File: config.mk
export PLATFORM = sky130hd
export DESIGN_NAME = psram_burst_rd
export DESIGN_NICKNAME = d
export VERILOG_FILES = /design/src/rtl/psram_burst_rd.sv
export SDC_FILE = /design/constraint.sdc
export NUM_CORES = 1
export LEC_CHECK = 0
export CAP_MARGIN = 20
export CORE_MARGIN = 2
export CORE_UTILIZATION = 45
export DETAILED_ROUTE_END_ITERATION = 6
export PLACE_DENSITY = 0.79
export SLEW_MARGIN = 20
export SYNTH_ARGS = -nofsm -noshare
export SYNTH_HDL_FRONTEND = slang
export SYNTH_SLANG_ARGS = --single-unit
File: constraint.sdc
create_clock -name i_clk -period 3 [get_ports i_clk]
set_input_delay 0.6 -clock i_clk [delete_from_list [all_inputs] [get_ports i_clk]]
set_output_delay 0.6 -clock i_clk [all_outputs]
set_load 0.01 [all_outputs]
File: src/rtl/psram_burst_rd.sv
// psram_burst_rd -- synchronous-burst PSRAM read sequencer.
//
// Presents the address with ADV# low for one cycle, waits a fixed initial latency, then
// captures one DQ word on every clock edge at which the IOB-registered WAIT is low.
// Captured words stream out on rd_valid/rd_data, and rd_last marks the final word. The
// sequencer also drives wait_en, the synchronous set of the WAIT IOB flop. This keeps
// wait_q at 1 whenever no burst is streaming.
//
// Ports
//   i_clk, i_rst       clock; synchronous active-high reset
//   i_req_valid/o_req_ready, i_req_addr, i_req_len
//                      burst request (len = words-1); ready only in IDLE
//   i_wait_q, i_dq_q   IOB-registered WAIT and DQ, aligned with each other
//   o_wait_en          sync set of the WAIT IOB flop (1 forces wait_q=1 next edge)
//   o_psram_ce_n/adv_n/oe_n/addr
//                      PSRAM pad controls, all registered
//   o_rd_valid/o_rd_data/o_rd_last
//                      captured word stream
//   o_err_timeout      one-cycle pulse when a burst is aborted on WAIT timeout
`timescale 1ns/1ps
module psram_burst_rd #(
   parameter int unsigned ADDR_W  = 23,
   parameter int unsigned DATA_W  = 16,
   parameter int unsigned LEN_W   = 6,
   parameter int unsigned LATENCY = 4,
   parameter int unsigned TMO_CYC = 64
) (
   input  logic              i_clk,
   input  logic              i_rst,
   input  logic              i_req_valid,
   output logic              o_req_ready,
   input  logic [ADDR_W-1:0] i_req_addr,
   input  logic [LEN_W-1:0]  i_req_len,
   input  logic              i_wait_q,
   output logic              o_wait_en,
   input  logic [DATA_W-1:0] i_dq_q,
   output logic              o_psram_ce_n,
   output logic              o_psram_adv_n,
   output logic              o_psram_oe_n,
   output logic [ADDR_W-1:0] o_psram_addr,
   output logic              o_rd_valid,
   output logic [DATA_W-1:0] o_rd_data,
   output logic              o_rd_last,
   output logic              o_err_timeout
);

   localparam int unsigned LAT_W = (LATENCY > 1) ? $clog2(LATENCY) : 1;
   localparam int unsigned TMO_W = (TMO_CYC > 1) ? $clog2(TMO_CYC) : 1;
   localparam logic [LAT_W-1:0] LAT_LAST = LAT_W'(LATENCY - 1);
   localparam logic [TMO_W-1:0] TMO_LAST = TMO_W'((TMO_CYC > 0) ? (TMO_CYC - 1) : 0);

   localparam logic [2:0] S_IDLE  = 3'd0;
   localparam logic [2:0] S_ADDR  = 3'd1;
   localparam logic [2:0] S_LAT   = 3'd2;
   localparam logic [2:0] S_BURST = 3'd3;
   localparam logic [2:0] S_DONE  = 3'd4;

   logic [2:0]        r_state,    w_state_nxt;
   logic [LEN_W-1:0]  r_len,      w_len_nxt;
   logic [LAT_W-1:0]  r_lat_cnt,  w_lat_nxt;
   logic [LEN_W:0]    r_word_cnt, w_word_nxt;
   logic [TMO_W-1:0]  r_tmo_cnt,  w_tmo_nxt;
   logic [ADDR_W-1:0] r_addr,     w_addr_nxt;
   logic [DATA_W-1:0] r_rd_data,  w_rd_data_nxt;
   logic              r_rd_valid, w_rd_valid_nxt;
   logic              r_rd_last,  w_rd_last_nxt;
   logic              r_err,      w_err_nxt;
   logic              r_req_ready, r_wait_en, r_ce_n, r_adv_n, r_oe_n;
   logic              w_streaming;

   always_comb begin
      w_state_nxt    = r_state;
      w_len_nxt      = r_len;
      w_lat_nxt      = r_lat_cnt;
      w_word_nxt     = r_word_cnt;
      w_tmo_nxt      = r_tmo_cnt;
      w_addr_nxt     = r_addr;
      w_rd_data_nxt  = r_rd_data;
      w_rd_valid_nxt = 1'b0;
      w_rd_last_nxt  = 1'b0;
      w_err_nxt      = 1'b0;
      case (r_state)
         S_IDLE: begin
            if (i_req_valid && r_req_ready) begin
               w_state_nxt = S_ADDR;
               w_len_nxt   = i_req_len;
               w_addr_nxt  = i_req_addr;
            end
         end
         S_ADDR: begin
            w_state_nxt = S_LAT;
            w_lat_nxt   = '0;
         end
         S_LAT: begin
            // wait_q is not trusted here: the IOB set only releases one edge into LAT.
            if (r_lat_cnt == LAT_LAST) begin
               w_state_nxt = S_BURST;
               w_word_nxt  = '0;
               w_tmo_nxt   = '0;
            end else begin
               w_lat_nxt = r_lat_cnt + 1'b1;
            end
         end
         S_BURST: begin
            if (!i_wait_q) begin
               w_rd_valid_nxt = 1'b1;
               w_rd_data_nxt  = i_dq_q;
               w_tmo_nxt      = '0;
               if (r_word_cnt == {1'b0, r_len}) begin
                  w_rd_last_nxt = 1'b1;
                  w_state_nxt   = S_DONE;
               end else begin
                  w_word_nxt = r_word_cnt + 1'b1;
               end
            end else if ((TMO_CYC != 0) && (r_tmo_cnt == TMO_LAST)) begin
               w_err_nxt   = 1'b1;
               w_state_nxt = S_DONE;
            end else begin
               // With no timeout configured the counter simply wraps unobserved.
               w_tmo_nxt = r_tmo_cnt + 1'b1;
            end
         end
         S_DONE:  w_state_nxt = S_IDLE;
         default: w_state_nxt = S_IDLE;
      endcase
   end

   // Pad controls are registered from the next state so they line up with the state.
   assign w_streaming = (w_state_nxt == S_LAT) || (w_state_nxt == S_BURST);

   always_ff @(posedge i_clk) begin
      if (i_rst) begin
         r_state     <= S_IDLE;
         r_len       <= '0;
         r_lat_cnt   <= '0;
         r_word_cnt  <= '0;
         r_tmo_cnt   <= '0;
         r_addr      <= '0;
         r_rd_data   <= '0;
         r_rd_valid  <= 1'b0;
         r_rd_last   <= 1'b0;
         r_err       <= 1'b0;
         r_req_ready <= 1'b0;
         r_wait_en   <= 1'b1;
         r_ce_n      <= 1'b1;
         r_adv_n     <= 1'b1;
         r_oe_n      <= 1'b1;
      end else begin
         r_state     <= w_state_nxt;
         r_len       <= w_len_nxt;
         r_lat_cnt   <= w_lat_nxt;
         r_word_cnt  <= w_word_nxt;
         r_tmo_cnt   <= w_tmo_nxt;
         r_addr      <= w_addr_nxt;
         r_rd_data   <= w_rd_data_nxt;
         r_rd_valid  <= w_rd_valid_nxt;
         r_rd_last   <= w_rd_last_nxt;
         r_err       <= w_err_nxt;
         r_req_ready <= (w_state_nxt == S_IDLE);
         r_wait_en   <= !w_streaming;
         r_ce_n      <= !(w_streaming || (w_state_nxt == S_ADDR));
         r_adv_n     <= (w_state_nxt != S_ADDR);
         r_oe_n      <= !w_streaming;
      end
   end

   assign o_req_ready   = r_req_ready;
   assign o_wait_en     = r_wait_en;
   assign o_psram_ce_n  = r_ce_n;
   assign o_psram_adv_n = r_adv_n;
   assign o_psram_oe_n  = r_oe_n;
   assign o_psram_addr  = r_addr;
   assign o_rd_valid    = r_rd_valid;
   assign o_rd_data     = r_rd_data;
   assign o_rd_last     = r_rd_last;
   assign o_err_timeout = r_err;

endmodule

==> results, run 1 <==
- The run finished with clean final reports.
- The cell with the biggest individual delay on the critical path is sky130_fd_sc_hd__clkdlybuf4s50_1.
- After the last flow step, the layout net total stands at 481.
- The met1 track utilization from global routing is 23.9%.
- In the routed design, unresolved DRC markers number 0.
- In the final layout, the multi-input gates occupy 1300 µm².
- The core region is 5990 µm².
- Walking the worst path, the cells encountered are clkdlybuf4s50_1 -> and4bb_1 -> o211ai_4 -> a2111oi_2 -> xnor2_1 -> nor3_2.
- After synthesis the netlist holds a flip-flop and latch count of 70.
- The number of global-route vias before repair is 2625.
- The largest single stage delay on the critical path is 490 ps.
- Detailed placement ended at an HPWL of 4.86 mm.
- The number of top-level pins is 96.
- The total clock buffers created by CTS is 9.
- Counting flops with an async set or reset pin after synthesis yields a share of 0%.
- The number of hold violations in the final report is 0.
- Of the cells placed in the final design, the portion with a size suffix greater than 1 is 7.83%.
- The wire length per cell after detailed routing is 13.5 µm.
- The post-synthesis sequential area ratio is 49.6%.
- The total negative slack for setup checks is 0 ps.
- The die covers 6930 µm².
- The number of antenna violations at the first check in global routing is 0.
- Along the worst path, the maximum fanout reaches 6.
- The category of cells accounting for the largest share of critical-path delay is buffers and inverters.
- The post-route antenna net violation count is 0.
- Synthesis produced a netlist with a net count of 393.
- The final standard cell count with taps included and fillers excluded is 509.
- The maximum VDD drop is 0.000438 V.
- The category of the worst setup path launch point is a primary input.
- The number of buffers and inverters on the critical path is 1.
- The count of cells along the worst register-to-register path is 5.
- The root cell of the clock tree is sky130_fd_sc_hd__clkbuf_8.
- 0 antenna diodes ended up in the layout.
- The filler cell count in the final layout is 494.
- The dominant register cell in the synthesized netlist is sky130_fd_sc_hd__dfxtp_1.
- The cell count after placement is 493.
- The yosys synthesis warning count is 0.
- For this run, the total global-route usage over all layers was measured as 20.2%.
- The number of buffers added for setup after CTS is 0.
- The die extent in x is 83.3 µm.
- The pin count of the biggest net entering global routing is 51.
- In this run the vertical extent of the chip is 83.3 µm.
- The post-synthesis instance total is 341.
- Setup repair after global routing left no endpoint under its margin.
- The worst hold path passes through 2 cells.
- For met2 alone, demand over resource in global routing was 32.8%.
- In this run the most used layer during global routing was met2.
- Hold repair after CTS inserted 0 buffers.
- The signal arrival time at the worst endpoint is 2180 ps.
- The number of clock sinks is 70.
- The synthesis-to-layout area growth is 41.3%.
- The startpoint of the most critical hold path is o_psram_addr[2].
- After clock tree synthesis, the clock-pin slew on the worst setup and hold paths is 70 ps.
- The cell area after synthesis is 2830 µm².
- The period utilization is 66.8%.
- The shortest clock period the worst path allows after layout is 2000 ps.
- In this run the worst hold path is classified as flop to flop.
- Setup slack on the worst reg-to-reg path comes out at 1060 ps.
- The number of flops mapped to enable cells by yosys is 0.
- The CTS tree is built.
- The path with the worst hold slack has its endpoint at o_psram_addr[2].
- Global routing finished with a remaining overflow of 0.
- After the first detailed-routing iteration, the DRC count stood at 145.
- Yosys attributes the largest share of cell area to sky130_fd_sc_hd__dfxtp_1, sky130_fd_sc_hd__nand2_1, sky130_fd_sc_hd__a21oi_1.
- Counting along the longest clock path gives a buffer depth of 2.
- After clock tree synthesis, the repair step resized 0 gates.
- The number of input and output port buffers inserted is 95.
- The routed design has 6.85 mm of wire.
- The number of unique standard cell types used by synthesis is 41.
- The total of max-cap violations is 0.
- In the routed layout, each cell is associated on average with a via count of 5.14.
- For this run, the detailed router's first-pass iteration total came to 4.
- Static timing analysis puts the maximum clock frequency at 0.499 GHz.
- The slew at the pin closest to its max-slew limit is 947 ps.
- The proportion of netlist area held by the largest area contributor is 49.6%.
- The H-tree was split into 3 levels.
- The max-slew violation total from the final report is 0.
- The leakage power summed over all cells is 1.41 nW.
- Headroom to the max-slew limit came out at 36.9%.
- The final weighted congestion in routability-driven placement is 0.787.
- Power spread over the standard cell area amounts to 492 nW/µm².
- The starting density of the core is 47.2%.
- The sequential cells in the finished layout cover a total of 1400 µm².
- For the worst-skew pair, the clock arrives at the later sink with an insertion delay of 330 ps.
- The startpoint identified for the worst register-to-register timing path is r_state[0].
- The endpoint identified for the worst register-to-register timing path is r_word_cnt[5].
- The endpoint required time on the critical path is 3180 ps.
- The mean instance size in the synthesized netlist is 8.29 µm².
- The total via count after detailed routing is 2618.
- The first global-routing pass estimated 11.6 mm of wire.
- Setup violations remaining at the end of the flow were counted as 0.
- For this run, global-route usage on met3 was measured as 6.86%.
- The worst-case clock skew is 10.2 ps.
- The endpoint type of the worst setup path is a flop.
- The critical path is of the primary input to flop type.
- The total number of placement rows is 28.
- The biggest area consumer among synthesized cells is sky130_fd_sc_hd__dfxtp_1.
[synth_stat cells, types with 3 or more instances]
cell type	n
sky130_fd_sc_hd__buf_2	5
sky130_fd_sc_hd__or2_2	3
sky130_fd_sc_hd__a21oi_1	53
sky130_fd_sc_hd__nor3_1	10
sky130_fd_sc_hd__ha_1	3
sky130_fd_sc_hd__clkbuf_1	15
sky130_fd_sc_hd__inv_1	5
sky130_fd_sc_hd__o21ai_0	5
sky130_fd_sc_hd__xnor2_1	5
sky130_fd_sc_hd__nor2_1	17
sky130_fd_sc_hd__xor2_1	6
sky130_fd_sc_hd__a311oi_1	3
sky130_fd_sc_hd__nand3_1	5
sky130_fd_sc_hd__dfxtp_1	70
sky130_fd_sc_hd__a211oi_1	4
sky130_fd_sc_hd__nand2_1	99
[layout by cell type (no fill, tap or decap), drive strengths merged, types with 4 or more instances in the layout]
master	synthesis	layout
nand2	99	99
clkdlybuf4s50	0	94
dfxtp	70	70
a21oi	53	53
nor2	17	17
nor3	12	12
clkbuf	15	10
xor2	6	6
o21ai	6	6
buf	8	6
nand3	5	5
inv	5	5
xnor2	5	5
a211oi	4	4
clkinv	0	4
[worst min-delay path, delay by kind of cell (launching register included)]
kind / cells / cell delay [ps]
flops: 1 / 310
simple gates: 1 / 50
compound gates: 1 / 50
[kinds of logic (layout without fill, tap and decap cells)]
| kind of cell | count (synthesis) | after routing | synth area share [%] |
|---|---|---|---|
| AOI/OAI and AO/OA | 78 | 78 | 16.8 |
| xor gates and xnor gates | 11 | 11 | 3.41 |
| adders and majority gates | 3 | 3 | 1.33 |
| buffers and inverters | 28 | 121 | 4.60 |
| DFF | 70 | 70 | 49.6 |
| and+or+nand+nor | 151 | 151 | 24.3 |
[routing by layer]
layer | vias up | share of wire, % | routed length, µm
met3 | 16 | 7.3 | 497
met1 | 1201 | 44 | 3040
met2 | 78 | 46 | 3140
li1 | 1323 | - | -
met4 | 0 | 2.5 | 170
met5 | - | 0 | 0
[registers in the layout (all words and copies together), names as in the netlist]
register / count
r_lat_cnt: 2
o_psram_addr: 23
r_len: 6
r_state: 3
o_rd_last: 1
o_err_timeout: 1
o_rd_valid: 1
o_rd_data: 16
o_psram_adv_n: 1
r_word_cnt: 7
o_psram_oe_n: 1
r_tmo_cnt: 6
o_req_ready: 1
o_psram_ce_n: 1
[metrics by stage]
step                power (mW)  setup slack [ps]  utilization [%]  area, µm²  hold WS [ps]
CTS                       1.99               999             66.7       4000           455
floorplan                 1.10              1230                -       2830           448
detailed placement        1.24               641             63.4       3800           446
global route              2.05               866             66.7       4000           469
finish                    1.96               997             66.7       4000           452
global placement          1.23               696             63.4       3800           440
[area by class of cell]
type / instances / area share [%]
inverter: 5 / 0.470
clock inverter: 6 / 1.53
tap: 75 / 2.35
timing repair buffer: 100 / 24.6
multi-input combinational: 243 / 32.5
sequential: 70 / 35.1
clock buffer: 10 / 3.45
[power breakdown]
part / total, mW / internal (mW) / switching (mW)
logic: 0.235 / 0.127 / 0.108
clock network: 0.750 / 0.404 / 0.347
registers: 0.979 / 0.959 / 0.0202
[worst max path at each step]
stage	from	endpoint	slack (ps)	cells after the start
2_1_floorplan	i_wait_q	r_word_cnt[5]	1230	6
3_3_place_gp	i_wait_q	r_word_cnt[5]	700	6
3_5_place_dp	i_wait_q	r_word_cnt[6]	640	6
4_1_cts	i_wait_q	r_word_cnt[5]	1000	6
5_1_grt	r_state[0]	r_word_cnt[5]	870	5
6_report	i_wait_q	r_word_cnt[5]	1000	6
Power figures use the tool's default switching activity.
==> inputs of run 2 (changes only) <==
==> constraint.sdc (replaced) <==
create_clock -name i_clk -period 2 [get_ports i_clk]
set_input_delay 0.4 -clock i_clk [delete_from_list [all_inputs] [get_ports i_clk]]
set_output_delay 0.4 -clock i_clk [all_outputs]
set_load 0.01 [all_outputs]
==> run 2 against run 1 <==
First-iteration DRC count rose by 12%; flip-flop and latch count unchanged; worst setup slack got worse by 820 ps; critical endpoint is now r_word_cnt[6]; clock skew fell by 1.8 ps; highest routed layer unchanged; sequential share of layout area decreased by 0.60 points; critical path type is now flop to flop; wire length increased by 5.1%; cell count grew 0.98%; utilization rose by 1.2 points; sequential power rose by 50%; largest cell class unchanged.
==> results, run 2 (synthesis results as in run 1) <==
- The flow ran to the end, and the final reports show no timing, DRC or antenna violations.
- The tool flagged a number of max-cap violations equal to 0.
- The tightest min-delay check is of the flop to flop type.
- Setup repair after global routing left no endpoint under its margin.
- The most common cell after layout, fill and taps aside is sky130_fd_sc_hd__nand2_1.
- The total length of routed met3 wires is 579 µm.
- Clock tree synthesis selected as its root buffer the cell sky130_fd_sc_hd__clkbuf_8.
- The category of the worst setup path launch point is a flop.
- The number of antenna violations at the first check in global routing was 0.
- The endpoint type of the worst setup path is a flop.
- The largest incremental delay on the critical path is 470 ps.
- The class of the most critical setup path is flop to flop.
- The final-report setup violation count is 0.
- The post-route antenna net violation count is 0.
- In the layout the commonest cells are sky130_fd_sc_hd__nand2_1, sky130_fd_sc_hd__clkdlybuf4s50_1, sky130_fd_sc_hd__dfxtp_1.
- The startpoint of the worst setup timing path is r_lat_cnt[0].
- No sink is reached through more buffers than the 2 on the longest clock path.
- The final weighted congestion in routability-driven placement is 0.845.
- Once the floorplan was initialized, standard cells occupied 47.2% of the core.
- In the detailed route, the total length drawn on met2 is 3.45 mm.
- Global routing consumed, over all layers together, 21.1% of the routing resources.
- The first detailed-routing pass ran for 5 iterations.
- The maximum VDD drop is 0.000706 V.
- 0 antenna diodes ended up in the layout.
- The maximum level of the CTS H-tree is 3.
- The number of input and output port buffers inserted is 95.
- The total via count after detailed routing is 2704.
- In this run, the number of DRC markers left after iteration 0 of detailed routing was 162.
- The clock drives 70 sinks.
- The slew at the pin closest to its max-slew limit is 481 ps.
- The number of remaining DRC errors is 0.
- The clock latency at the later pin of the worst-skew pair is 350 ps.
- In the final routing, the length of wire on met1 measures 3.01 mm.
- After clock tree synthesis, the clock-pin slew on the worst setup and hold paths is 70 ps.
- The register with the most flip-flops in the layout has 23 of them.
- The number of hold violations in the final report came to 0.
- Excluding fillers, the count of instances in the completed layout stands at 514.
- Wires add up to 7.20 mm.
- The period utilization is 91.3%.
- Measured against its own limit, the worst slew margin works out to 67.7%.
- The highest routing layer actually used is met4.
- The number of top-level pins is 96.
- After floorplanning, the core was divided into 28 placement rows.
- The leakage power summed over all cells is 1.44 nW.
- The number of buffers added for setup after CTS is 0.
- The quantity of hold-fixing buffers added after cts is 0.
- The worst hold path begins at o_psram_addr[18].
- The floorplan step set the die width to 83.3 µm.
- The number of buffers and inverters on the critical path is 0.
- The detailed placement HPWL is 4.98 mm.
- The cell family contributing the most delay on the critical path is simple AND/OR/NAND/NOR gates.
- The share of cells above drive strength 1 is 8.88%.
- The shortest clock period the worst path allows after layout is 1830 ps.
- The synthesis-to-layout area growth is 43.8%.
- Setup slack on the critical path of the routed design comes to 173 ps.
- The pre-CTS worst setup slack is -118 ps.
- After detailed routing, the average wire length per cell comes to 14.0 µm.
- The chip height is 83.3 µm.
- On the final layout, the worst clock skew is 8.41 ps.
- For this run the aggregate overflow at the end of global routing stands at 0.
- Dividing total power by cell area gives a power density of 754 nW/µm².
- The number of global-route vias before repair was 2573.
- The final layout contains 487 nets.
- Once layout is done, the placed cells without fillers occupy 4070 µm².
- In this run the standard cell core region covers 5990 µm².
- The number of clock buffers added by TritonCTS is 9.
- Entering global routing, the biggest net connects 37 pins.
- Of all nets on the critical path, the largest fanout is 7.
- The critical path goes through ha_1 -> and4bb_4 -> nor4_2 -> a2111oi_2 -> xnor2_1 -> nor3_2.
- The launch point of the worst reg-to-reg path is r_lat_cnt[0].
- Among all stages on the critical path, the largest delay is contributed by sky130_fd_sc_hd__nor4_2.
- In this run the cell area measured after placement is 3850 µm².
- The wire length of the first global-routing pass is 11.8 mm.
- The max-slew violation total from the final report is 0.
- The floorplan step defined a die boundary enclosing 6930 µm².
- Data on the critical path is required at its endpoint by 2230 ps.
- At the end of the flow the core is filled with cells to 67.9%.
- TritonCTS built the clock tree.
- The count of instances resized after the clock tree is built is 0.
- The signal arrival time at the worst endpoint is 2050 ps.
- In this run, placement finished with an instance count of 499.
- The upper clock frequency limit is 0.547 GHz.
- The via density per instance is 5.26.
==> run 2: cell type report <==
| type | instances | area (µm²) |
|---|---|---|
| multi-input combinational | 243 | 1300 |
| sequential | 70 | 1400 |
| clock buffer | 9 | 124 |
| inverter | 5 | 18.8 |
| tap | 75 | 93.8 |
| timing repair buffer | 106 | 1040 |
| clock inverter | 6 | 87.6 |
| fill | 463 | 1930 |
==> run 2: tightest hold or removal path: stages (launching register included) <==
cell and delay [ps]:
sky130_fd_sc_hd__dfxtp_1 310, sky130_fd_sc_hd__nand2_1 50, sky130_fd_sc_hd__a21oi_1 50
==> run 2: per-stage QoR <==
stage               hold WS [ps]  total power, mW  setup TNS, ps
global placement             440             1.86           -161
detailed placement           446             1.87           -493
global route                 477             3.19              0
floorplan                    448             1.66              0
finish                       453             3.06              0
CTS                          455             3.09              0
==> run 2: metal layers <==
metal  track usage, %  vias to the layer above
li1                 -                     1334
met2             33.7                       92
met4             8.35                        0
met3             11.0                       15
met5                0                        -
met1             23.9                     1263
==> run 2: where the power goes <==
part           switching [mW]  internal, mW
clock                   0.538         0.692
sequential             0.0279          1.44
combinational           0.169         0.199
total                   0.735          2.33
==> run 2: worst paths after layout <==
path | cells past startpoint | end | slack, ps
setup / recovery | 6 | r_word_cnt[6] | 170
hold / removal | 2 | o_psram_addr[18] | 450
setup reg to reg | 6 | r_word_cnt[6] | 170
hold reg to reg | 2 | o_psram_addr[18] | 450
